$ cat src/rtl/regfile_write_arbiter.sv
// Register-file write arbiter: two writeback ports (ALU, memory load), each
// buffered in a 2-entry FIFO, drained round-robin into a single write stage.
module regfile_write_arbiter #(
    parameter bit DROP_R0 = 1'b1
) (
    input  logic        clk,
    input  logic        rst_n,
    input  logic        a_valid,
    output logic        a_ready,
    input  logic [3:0]  a_reg,
    input  logic [15:0] a_data,
    input  logic        m_valid,
    output logic        m_ready,
    input  logic [3:0]  m_reg,
    input  logic [15:0] m_data,
    output logic        WriteReg,
    output logic [3:0]  RegId,
    output logic [15:0] WriteData,
    output logic [15:0] pend_mask
);

    typedef enum logic {
        PORT_A = 1'b0,
        PORT_M = 1'b1
    } port_e;

    logic [1:0][1:0][3:0]  fid_q, fid_d;
    logic [1:0][1:0][15:0] fdat_q, fdat_d;
    logic [1:0]            wptr_q, wptr_d;
    logic [1:0]            rptr_q, rptr_d;
    logic [1:0][1:0]       cnt_q, cnt_d;
    port_e                 last_q, last_d;
    logic                  write_q, write_d;
    logic [3:0]            id_q, id_d;
    logic [15:0]           dat_q, dat_d;

    logic [1:0]            in_valid, push, pop, nempty, full;
    logic [1:0][3:0]       in_id;
    logic [1:0][15:0]      in_dat;
    port_e                 win;
    logic                  grant;
    logic [3:0]            head_id;
    logic [15:0]           head_dat;
    logic [15:0]           pend;

    always_comb begin
        in_valid  = {m_valid, a_valid};
        in_id[0]  = a_reg;
        in_id[1]  = m_reg;
        in_dat[0] = a_data;
        in_dat[1] = m_data;
        for (int unsigned p = 0; p < 2; p++) begin
            full[p]   = (cnt_q[p] == 2'd2);
            nempty[p] = (cnt_q[p] != 2'd0);
            // Ready only reflects occupancy at the edge; a same-cycle pop does not free a slot.
            push[p]   = in_valid[p] & ~full[p];
        end

        grant = |nempty;
        if (nempty[0] && nempty[1])
            win = (last_q == PORT_A) ? PORT_M : PORT_A;
        else if (nempty[1])
            win = PORT_M;
        else
            win = PORT_A;
        pop = '0;
        if (grant)
            pop[win] = 1'b1;
        head_id  = fid_q[win][rptr_q[win]];
        head_dat = fdat_q[win][rptr_q[win]];

        fid_d  = fid_q;
        fdat_d = fdat_q;
        wptr_d = wptr_q;
        rptr_d = rptr_q;
        for (int unsigned p = 0; p < 2; p++) begin
            if (push[p]) begin
                fid_d[p][wptr_q[p]]  = in_id[p];
                fdat_d[p][wptr_q[p]] = in_dat[p];
                wptr_d[p]            = ~wptr_q[p];
            end
            if (pop[p])
                rptr_d[p] = ~rptr_q[p];
            cnt_d[p] = cnt_q[p] + 2'(push[p]) - 2'(pop[p]);
        end

        write_d = 1'b0;
        id_d    = id_q;
        dat_d   = dat_q;
        last_d  = last_q;
        if (grant) begin
            id_d    = head_id;
            dat_d   = head_dat;
            write_d = !(DROP_R0 && head_id == 4'd0);
            last_d  = win;
        end

        pend = '0;
        for (int unsigned p = 0; p < 2; p++) begin
            for (int unsigned s = 0; s < 2; s++) begin
                if (cnt_q[p] == 2'd2 || (cnt_q[p] == 2'd1 && rptr_q[p] == s[0]))
                    pend[fid_q[p][s]] = 1'b1;
            end
        end
        if (write_q)
            pend[id_q] = 1'b1;
        if (DROP_R0)
            pend[0] = 1'b0;
    end

    always_ff @(posedge clk or negedge rst_n) begin
        if (!rst_n) begin
            fid_q   <= '0;
            fdat_q  <= '0;
            wptr_q  <= '0;
            rptr_q  <= '0;
            cnt_q   <= '0;
            last_q  <= PORT_M;
            write_q <= 1'b0;
            id_q    <= '0;
            dat_q   <= '0;
        end else begin
            fid_q   <= fid_d;
            fdat_q  <= fdat_d;
            wptr_q  <= wptr_d;
            rptr_q  <= rptr_d;
            cnt_q   <= cnt_d;
            last_q  <= last_d;
            write_q <= write_d;
            id_q    <= id_d;
            dat_q   <= dat_d;
        end
    end

    assign a_ready   = ~full[0] & rst_n;
    assign m_ready   = ~full[1] & rst_n;
    assign WriteReg  = write_q;
    assign RegId     = id_q;
    assign WriteData = dat_q;
    assign pend_mask = pend;

endmodule

$ cat config.mk
export PLATFORM = sky130hd
export DESIGN_NAME = regfile_write_arbiter
export DESIGN_NICKNAME = d
export VERILOG_FILES = /design/src/rtl/regfile_write_arbiter.sv
export SDC_FILE = /design/constraint.sdc
export NUM_CORES = 1
export LEC_CHECK = 0
export CAP_MARGIN = 20
export CORE_AREA = 4 4 124 126
export DETAILED_ROUTE_END_ITERATION = 8
export DIE_AREA = 0 0 128 130
export PLACE_DENSITY = 0.64
export SLEW_MARGIN = 40
export SYNTH_ARGS = -nofsm -noshare
export SYNTH_HDL_FRONTEND = slang
export SYNTH_SLANG_ARGS = --single-unit
$ cat constraint.sdc
create_clock -name clk -period 6.19 [get_ports clk]
set_clock_uncertainty 0.15 [all_clocks]
set_input_delay 0.619 -clock clk [delete_from_list [all_inputs] [get_ports clk]]
set_output_delay 0.619 -clock clk [all_outputs]
set_load 0.02 [all_outputs]
==> impl_metrics.json, run 1 <==
{
  "status": "finished, final reports clean",
  "drt-initial-drc-count": 330,
  "postSynthCellCount": 514,
  "cts.sinks": 110,
  "via_count": 4208,
  "worstPathRequired_ns": 5.42,
  "multi_input_area_sq_um": 2720,
  "io_pins": 83,
  "maxCapViolCount": 0,
  "insertion_delay_ns": 0.34,
  "p_leak_nw": 2.69,
  "post_cts_buffers": 0,
  "cts_hold_buffers": 0,
  "grt_remaining_overflow": 0,
  "routed_via_density": 5.52,
  "diodes": 0,
  "grt_max_degree": 65,
  "cts-root-buf": "clkbuf_16",
  "regArea_sq_um": 2760,
  "path_clk_slew_ns": 0.07,
  "initial_core_util_pct": 39.5,
  "r2r_start": "cnt_q[0]",
  "fillers": 1342,
  "ctsHtreeMaxLevel": 3,
  "drc_errors": 0,
  "hold_violations": 0,
  "wl_met3_microns": 913,
  "cts_resized": 0,
  "post_drt_wl_per_cell_microns": 19.3,
  "die_y_microns": 130,
  "synth_area_sq_um": 5650,
  "critPathLaunchType": "flip-flop",
  "wl_met1_mm": 6.03,
  "tightest_slew_ns": 0.758,
  "port_buffers": 81,
  "async_flop_share_pct": 100,
  "ir_drop_uv": 292,
  "ant_nets": 0,
  "coreArea_sq_um": 14300,
  "nets": 621,
  "post-route-min-period_ns": 3.68,
  "synth-edff-count": 0,
  "drive_gt1_share_pct": 20.2,
  "setup_tns_ns": 0,
  "cts.path.max_buffers": 2,
  "top_layer": "met4",
  "grt_pass1_vias": 4346,
  "reg2reg_slack_ns": 3.31,
  "dieArea_sq_um": 16600,
  "hold_path.class": "input pin to asynchronous set/reset pin",
  "end_kind": "output pin",
  "critPathArrivalTime_ns": 2.91,
  "critPathMaxFanout": 39,
  "ys_warn_count": 0,
  "crit_start": "rptr_q[1]",
  "place_hpwl_mm": 10.9,
  "relSlewSlack_pct": 49.4,
  "cts_tree": "built",
  "grt_first_pass_wirelength_mm": 23.5,
  "path_class": "flip-flop to output pin",
  "endpoint": "pend_mask[9]",
  "placed_cell_area_sq_um": 6580,
  "grt_antenna_before_repair": 0,
  "synth-seq-area-share_pct": 48.7,
  "die_x_microns": 128,
  "track_usage_pct": 18.2,
  "areaGrowthSynthToFinish_pct": 21.7,
  "yosysUniqueCellTypes": 51,
  "pwr_density_cell_nw_per_um2": 600,
  "period_share_pct": 59.4,
  "place.gp.congestion": 0.940,
  "synthFlopType": "dfrtp_1",
  "setup_viol": 0,
  "rr_endpoint": "cnt_q[1]",
  "final_area_sq_um": 6880,
  "synth.avg_cell_area_sq_um": 11.0,
  "row_count": 44,
  "rsz0062_at_grt": "false",
  "fmax_mhz": 272,
  "drt_wl_total_mm": 14.7,
  "cts_buffers": 9,
  "synth_fp_nets": 562,
  "wl_met2_mm": 7.19,
  "slew_violations": 0,
  "dr.pass1.iters": 4,
  "synth_seq_cells": 110,
  "reg2reg_depth": 10
}
[cell type report]
cell class / count / area share, %
timing repair buffer: 87 / 12.5
multi-input combinational: 360 / 39.5
tap: 184 / 3.35
clock buffer: 11 / 3.53
sequential: 110 / 40.1
inverter: 5 / 0.273
clock inverter: 5 / 0.837
[registers in the layout (all words and copies together), names as in the netlist]
signal	flops
RegId	4
WriteData	16
WriteReg	1
fid_q	16
cnt_q	4
rptr_q	2
last_q	1
wptr_q	2
fdat_q	64
[worst min path at each step]
stage	startpoint	end	slack, ns	cells past startpoint
after floorplan	rst_n	RegId[0]	0.17	0
after global placement	WriteData[3]	WriteData[3]	0.31	2
after detailed placement	WriteData[13]	WriteData[13]	0.32	2
after CTS	rst_n	fdat_q[48]	0.14	1
after global routing	rst_n	fdat_q[48]	0.17	1
final	rst_n	fdat_q[48]	0.13	1
[cell families after synthesis]
| group | Yosys count | synth area share (%) |
|---|---|---|
| AO/OA/AOI/OAI | 93 | 12.0 |
| XOR/XNOR | 8 | 1.24 |
| adder cells (fa/ha/maj) | 4 | 0.886 |
| buffers and inverters | 44 | 3.52 |
| flip-flops | 110 | 48.7 |
| multiplexers | 88 | 17.4 |
| other | 1 | 0.0664 |
| AND/OR/NAND/NOR | 166 | 16.1 |
[report_power, final]
part | switching (mW) | internal [mW]
clock | 0.249 | 0.326
sequential | 0.386 | 1.11
combinational | 1.06 | 1.00
total | 1.69 | 2.44
[per-layer routing]
metal / global-route usage (%) / vias to the layer above
met4: 8.99 / 0
li1: - / 1981
met2: 30.7 / 137
met3: 4.22 / 39
met1: 21.9 / 2051
met5: 0 / -
[through the flow]
stage                     setup WS (ns)  utilization [%]  hold WS (ns)  power (mW)  instances
after floorplan                    3.74                -         0.173        2.83        514
after global placement             2.53             45.9         0.311        3.55        746
after detailed placement           2.90             45.9         0.320        3.59        746
after CTS                          2.53             48.0         0.145        4.18        762
after global routing               2.34             48.1         0.172        4.43        762
final                              2.51             48.1         0.132        4.13        762
[worst max-delay path, cell delays in order (launching register included)]
cell and delay [ns]:
dfrtp_2 0.67, or3b_4 0.52, a21oi_2 0.31, or3b_1 0.39, nand3_1 0.08, clkdlybuf4s50_1 0.60
[cell usage after synthesis, types with 3 or more instances]
master | n | area share, %
nor2_1 | 24 | 1.6
ha_1 | 4 | 0.89
nor2b_1 | 36 | 4.0
and3_1 | 4 | 0.44
a32oi_1 | 3 | 0.46
dfrtp_1 | 109 | 48
xnor2_1 | 7 | 1.1
nand2_1 | 35 | 2.3
nor3_1 | 3 | 0.27
a22oi_1 | 4 | 0.53
a31oi_1 | 8 | 0.89
nand3b_1 | 8 | 1.1
a211oi_1 | 35 | 4.6
and2_1 | 6 | 0.66
nand4_1 | 9 | 1.0
nor3b_1 | 4 | 0.53
nand3_1 | 16 | 1.4
buf_1 | 3 | 0.20
nand2b_1 | 7 | 0.77
a21oi_1 | 9 | 0.80
mux2_2 | 84 | 17
mux2i_1 | 4 | 0.71
inv_1 | 5 | 0.33
buf_2 | 18 | 1.6
or3_1 | 3 | 0.33
o31ai_1 | 20 | 2.7
clkbuf_1 | 16 | 1.1
and3b_1 | 3 | 0.46
[placed cells by master, fill, tap and decap left out, drive strengths merged, types with 4 or more instances in the layout]
cell and instances:
a211oi 35, a21oi 11, a22oi 4, a31oi 8, and2 6, and3 4, buf 7, clkbuf 11
clkdlybuf4s50 80, dfrtp 109, ha 4, inv 6, mux2 84, mux2i 4, nand2 35, nand2b 7
nand3 16, nand3b 8, nand4 9, nor2 24, nor2b 36, nor3b 4, o31ai 20, or3b 4
xnor2 7
No activity file was read; power rests on OpenSTA's default activity.
==> inputs of run 2 (changes only) <==
- clock period: 6.19 -> 3.56 ns (I/O delays scaled with it)
==> impl_metrics.json, run 2 (synthesis gave the netlist of run 1 again) <==
{
  "status": "finished, final reports clean",
  "ir_drop_uv": 388,
  "tightest_slew_ns": 0.617,
  "power_frac_clock_pct": 13.3,
  "holdPathEnd": "WriteData[7]",
  "r2r_start": "cnt_q[0]",
  "ant_nets": 0,
  "dr.pass1.iters": 4,
  "path_clk_slew_ns": 0.07,
  "path_class": "flip-flop to output pin",
  "grt_first_pass_wirelength_mm": 23.6,
  "routed_via_density": 5.53,
  "wl_met2_mm": 7.48,
  "maxCapViolCount": 0,
  "insertion_delay_ns": 0.34,
  "port_buffers": 81,
  "post_drt_wl_per_cell_microns": 19.2,
  "diodes": 0,
  "critPathLaunchType": "flip-flop",
  "critPathMaxFanout": 11,
  "post-route-min-period_ns": 3.22,
  "die_y_microns": 130,
  "track_usage_pct": 18.3,
  "fillers": 1366,
  "cts.sinks": 110,
  "power_switching_mw": 2.94,
  "wl_met3_microns": 717,
  "io_pins": 83,
  "cts_buffers": 9,
  "period_share_pct": 90.5,
  "coreArea_sq_um": 14300,
  "reg2reg_slack_ns": 1.20,
  "cts.path.max_buffers": 2,
  "intPower_mw": 4.21,
  "place.gp.congestion": 0.926,
  "pwr-share-seq_pct": 35.1,
  "grt_remaining_overflow": 0,
  "place_hpwl_mm": 10.9,
  "die_x_microns": 128,
  "grt_antenna_before_repair": 0,
  "p_leak_nw": 2.71,
  "whs_ns": 0.335,
  "ctsHtreeMaxLevel": 3,
  "final_cell_mix": "109 x dfrtp_1, 84 x mux2_2, 80 x clkdlybuf4s50_1",
  "hold_path.startpoint": "WriteData[7]",
  "slew_violations": 0,
  "drc_errors": 0,
  "fmax_mhz": 310,
  "drive_gt1_share_pct": 20.4,
  "pre_cts_ws_ns": 0.688,
  "hold_depth": 2,
  "end_kind": "output pin",
  "row_count": 44,
  "crit_start": "cnt_q[2]",
  "worstPathRequired_ns": 3.05,
  "final_common_cell": "dfrtp_1",
  "reg2reg_depth": 5,
  "critPathArrivalTime_ns": 2.72,
  "setup_viol": 0,
  "cts_tree": "built",
  "rsz0062_at_grt": "false",
  "dieArea_sq_um": 16600,
  "grt_max_degree": 69,
  "rr_endpoint": "fdat_q[0]",
  "top_register": "fdat_q",
  "largest_register_ffs": 64,
  "cts_resized": 0,
  "drt_wl_total_mm": 14.7,
  "swShare_pct": 41.1,
  "relSlewSlack_pct": 58.9,
  "power.share.combinational_pct": 51.7,
  "setup_tns_ns": 0,
  "initial_core_util_pct": 39.5,
  "cts-root-buf": "clkbuf_16",
  "grt_pass1_vias": 4336,
  "top_layer": "met4",
  "nets": 626,
  "wl_met1_mm": 6.21,
  "power_mw": 7.15,
  "pwr_density_cell_nw_per_um2": 1040,
  "areaGrowthSynthToFinish_pct": 22.0,
  "drt-initial-drc-count": 292,
  "via_count": 4245,
  "fin_ws_ns": 0.337,
  "hold_path.class": "flip-flop to flip-flop",
  "post_cts_buffers": 0,
  "hold_violations": 0
}
==> run 2: cell count changes in the layout (fill, tap and decap cells not counted), sizes merged <==
cell         before  now
buf               7   11
bufinv            1    0
clkinv            3    4
dlygate4sd3       0    1
==> run 2: repair_timing <==
action | CTS | global route
hold buffers | 1 | 0
hold endpoints to repair | 41 | 0
setup endpoints to repair | 0 | 0
==> run 2: area by class of cell <==
class / instances / area (sq um) / area share [%]
sequential: 110 / 2750 / 40.0
timing repair buffer: 92 / 897 / 13.0
tap: 184 / 230 / 3.34
clock inverter: 5 / 32.5 / 0.472
multi-input combinational: 360 / 2710 / 39.3
clock buffer: 11 / 253 / 3.67
inverter: 5 / 18.8 / 0.272
==> run 2: how the worst max path moves through the flow <==
| stage | to | slack (ns) | cells after the start |
|---|---|---|---|
| 6_report | pend_mask[7] | 0.34 | 5 |
| 5_1_grt | pend_mask[7] | 0.16 | 5 |
| 4_1_cts | pend_mask[7] | 0.32 | 5 |
| 3_5_place_dp | pend_mask[7] | 0.69 | 5 |
| 3_3_place_gp | pend_mask[13] | 0.70 | 5 |
| 2_1_floorplan | pend_mask[4] | 1.38 | 5 |
==> run 2: critical path, stage by stage (launching register included) <==
cell	delay (ns)
dfrtp_1	0.47
nand2b_1	0.37
a21boi_0	0.27
nor2b_1	0.20
or4_1	0.51
clkdlybuf4s50_1	0.57
==> run 2: power by group through the flow <==
stage	sequential [mW]	clock [mW]	combinational [mW]
after floorplan	2.38	0	2.55
after global placement	2.50	0	3.69
after detailed placement	2.53	0	3.74
after CTS	2.51	0.973	3.75
after global routing	2.62	1.04	4.02
final	2.51	0.947	3.69
==> run 2: routing by layer <==
| metal | up-vias | global-route usage [%] |
|---|---|---|
| met5 | - | 0 |
| met4 | 0 | 6.68 |
| met3 | 20 | 3.56 |
| met2 | 116 | 32.5 |
| met1 | 2118 | 22.1 |
| li1 | 1991 | - |
==> run 2: stage by stage <==
stage / std cells / area, sq um / utilization (%)
2_1_floorplan: 514 / 5650 / -
3_3_place_gp: 750 / 6590 / 46.1
3_5_place_dp: 750 / 6590 / 46.1
4_1_cts: 767 / 6890 / 48.1
5_1_grt: 767 / 6890 / 48.2
6_report: 767 / 6890 / 48.2
==> inputs of run 3 (changes only) <==
- ABC_AREA: unset -> 1
- CORE_AREA: 4 4 124 126 -> 4 4 125 127
- DIE_AREA: 0 0 128 130 -> 0 0 129 131
- TNS_END_PERCENT: unset -> 10
==> impl_metrics.json, run 3 <==
{
  "cp_top_family": "buffers and inverters",
  "areaGrowthSynthToFinish_pct": 21.5,
  "critPathArrivalTime_ns": 2.44,
  "synthFlopType": "dfrtp_1",
  "yosysMostFrequentCell": "nand2_1",
  "synth_seq_cells": 110,
  "synth_top_cell_area_share_pct": 47.7,
  "top_register": "fdat_q",
  "yosys-top-cells-count": "259 x nand2_1, 109 x dfrtp_1, 85 x inv_1",
  "slowest_delay_ns": 0.65,
  "dieArea_sq_um": 16900,
  "fmax_mhz": 339,
  "largest_register_ffs": 64,
  "cts-root-buf": "clkbuf_16",
  "final_cells": 1005,
  "maxCapViolCount": 0,
  "row_count": 44,
  "coreArea_sq_um": 14400,
  "diodes": 0,
  "pwr_density_cell_nw_per_um2": 1050,
  "post_drt_wl_per_cell_microns": 14.9,
  "cts.sinks": 110,
  "fillers": 1505,
  "cts_tree": "built",
  "slew_violations": 0,
  "ant_nets": 0,
  "drc_errors": 0,
  "grt_remaining_overflow": 0,
  "place.gp.congestion": 0.903,
  "synth.avg_cell_area_sq_um": 7.62,
  "yosysUniqueCellTypes": 33,
  "grt_pass1_vias": 4896,
  "postSynthCellCount": 750,
  "setup_tns_ns": 0,
  "period_share_pct": 82.9,
  "die_y_microns": 131,
  "regArea_sq_um": 2750,
  "crit_chain": "inv_1, nand2_1, o21ai_1, inv_1, nor3_2, nand2_1, o2111ai_1, clkdlybuf4s50_1",
  "hold_path.class": "flip-flop to flip-flop",
  "nets": 864,
  "cts_resized": 0,
  "via_count": 5027,
  "yosys.area.top_type": "dfrtp_1",
  "critPathMaxFanout": 5,
  "drt-initial-drc-count": 366,
  "grt_antenna_before_repair": 0,
  "hold_path.startpoint": "WriteData[3]",
  "routed_via_density": 5.00,
  "place_hpwl_mm": 10.6,
  "grt_max_degree": 68,
  "ir_drop_uv": 478,
  "relSlewSlack_pct": 57.9,
  "hold_violations": 0,
  "holdPathEnd": "WriteData[3]",
  "die_x_microns": 129,
  "path_clk_slew_ns": 0.07,
  "cpMaxStageDelayCell": "clkdlybuf4s50_1",
  "synth_area_leaders": "dfrtp_1 48%, nand2_1 17%, nand3_1 5.6%",
  "critPathLaunchType": "flip-flop",
  "dr.pass1.iters": 5,
  "r2r_start": "cnt_q[2]",
  "synth_fp_nets": 798,
  "async_flop_share_pct": 100,
  "track_usage_pct": 18.6,
  "drt_wl_total_mm": 15.0,
  "dp.cells": 988,
  "final_cell_mix": "259 x nand2_1, 109 x dfrtp_1, 85 x inv_1",
  "synth_area_sq_um": 5720,
  "reg2reg_depth": 10,
  "hold_depth": 2,
  "multi_input_area_sq_um": 2410,
  "p_leak_nw": 3.40,
  "path_buf_inv": 3,
  "initial_core_util_pct": 39.6,
  "worstPathRequired_ns": 3.05,
  "rr_endpoint": "WriteReg",
  "ys_warn_count": 0,
  "post-route-min-period_ns": 2.95,
  "reg2reg_slack_ns": 1.08,
  "ctsHtreeMaxLevel": 3,
  "grt_first_pass_wirelength_mm": 24.7,
  "port_buffers": 81,
  "end_kind": "output pin",
  "path_class": "flip-flop to output pin",
  "tightest_slew_ns": 0.632,
  "setup_viol": 0,
  "synth-seq-area-share_pct": 48.2,
  "final_common_cell": "nand2_1",
  "rsz0062_at_grt": "false",
  "insertion_delay_ns": 0.34,
  "io_pins": 83,
  "status": "finished, final reports clean",
  "synth-edff-count": 0,
  "post_cts_buffers": 0,
  "drive_gt1_share_pct": 6.46,
  "cts_buffers": 9,
  "cts.path.max_buffers": 2
}
-- run 3: cell count changes in the layout (fill, tap and decap cells not counted), moves of 9 or more --
cell	before	now
nand2_1	35	259
mux2_2	84	0
inv_1	5	85
nand3_1	16	64
o21ai_0	1	45
nor2b_1	36	0
a211oi_1	35	0
o21ai_1	1	36
o31ai_1	20	0
o21ai_2	0	12
o22ai_1	1	10
-- run 3: worst min-delay path: cells and delay by family, from the launching register on --
family	cells	cell delay, ns
DFF	1	0.34
and+or+nand+nor	2	0.10
-- run 3: metrics by stage --
step                utilization, %  setup WS (ns)  area, sq um  hold WS (ns)  total power [mW]
finish                        48.1          0.610         6940         0.327              7.28
global route                  48.1          0.377         6940         0.345              7.99
CTS                           48.1          0.586         6940         0.335              7.36
detailed placement            45.8          0.965         6600         0.315              6.23
global placement              45.7          0.957         6600         0.316              6.18
floorplan                        -           1.55         5720       -0.0896              5.04
-- run 3: cells by family after synthesis --
kind of cell,Yosys count,share of synthesized area [%]
buffers and inverters,124,9.65
AND/OR/NAND/NOR,378,27.5
adder cells (fa/ha/maj),4,0.876
XOR/XNOR,5,0.766
other,1,0.0656
flip-flops,110,48.2
AO/OA/AOI/OAI,128,12.9
-- run 3: where the power goes --
| part | total [mW] | internal (mW) | switching, mW |
|---|---|---|---|
| registers | 2.34 | 1.89 | 0.458 |
| logic | 3.84 | 1.41 | 2.43 |
| clock network | 1.10 | 0.641 | 0.459 |
| total | 7.28 | 3.94 | 3.34 |
-- run 3: worst max path at each step --
stage                  start            end  slack, ns  depth (start not counted)
floorplan             last_q       cnt_q[3]       1.55                          9
global placement    cnt_q[2]   pend_mask[7]       0.96                          8
detailed placement  cnt_q[2]   pend_mask[6]       0.97                          8
CTS                 cnt_q[2]   pend_mask[9]       0.59                          8
global route        cnt_q[2]   pend_mask[9]       0.38                          8
finish              cnt_q[1]  pend_mask[12]       0.61                          8
-- run 3: final cells by class --
class | instances | area share, %
sequential | 110 | 39.7
multi-input combinational | 516 | 34.7
timing repair buffer | 90 | 12.7
inverter | 89 | 4.81
clock buffer | 10 | 3.44
tap | 184 | 3.32
clock inverter | 6 | 1.32
-- run 3: repair_timing --
| action | in CTS | in global routing |
|---|---|---|
| endpoints found under the hold margin | 14 | 0 |
| endpoints found under the setup margin | 0 | 0 |
| hold buffers | 1 | 0 |
-- run 3: routing by layer --
metal / track usage, % / share of wire [%] / up-vias / routed length, microns
met1: 25.2 / 47 / 2339 / 6980
met4: 4.88 / 1.9 / 0 / 285
met5: 0 / 0 / - / 0
met3: 2.85 / 4.8 / 20 / 714
li1: - / - / 2529 / -
met2: 31.3 / 47 / 139 / 6990
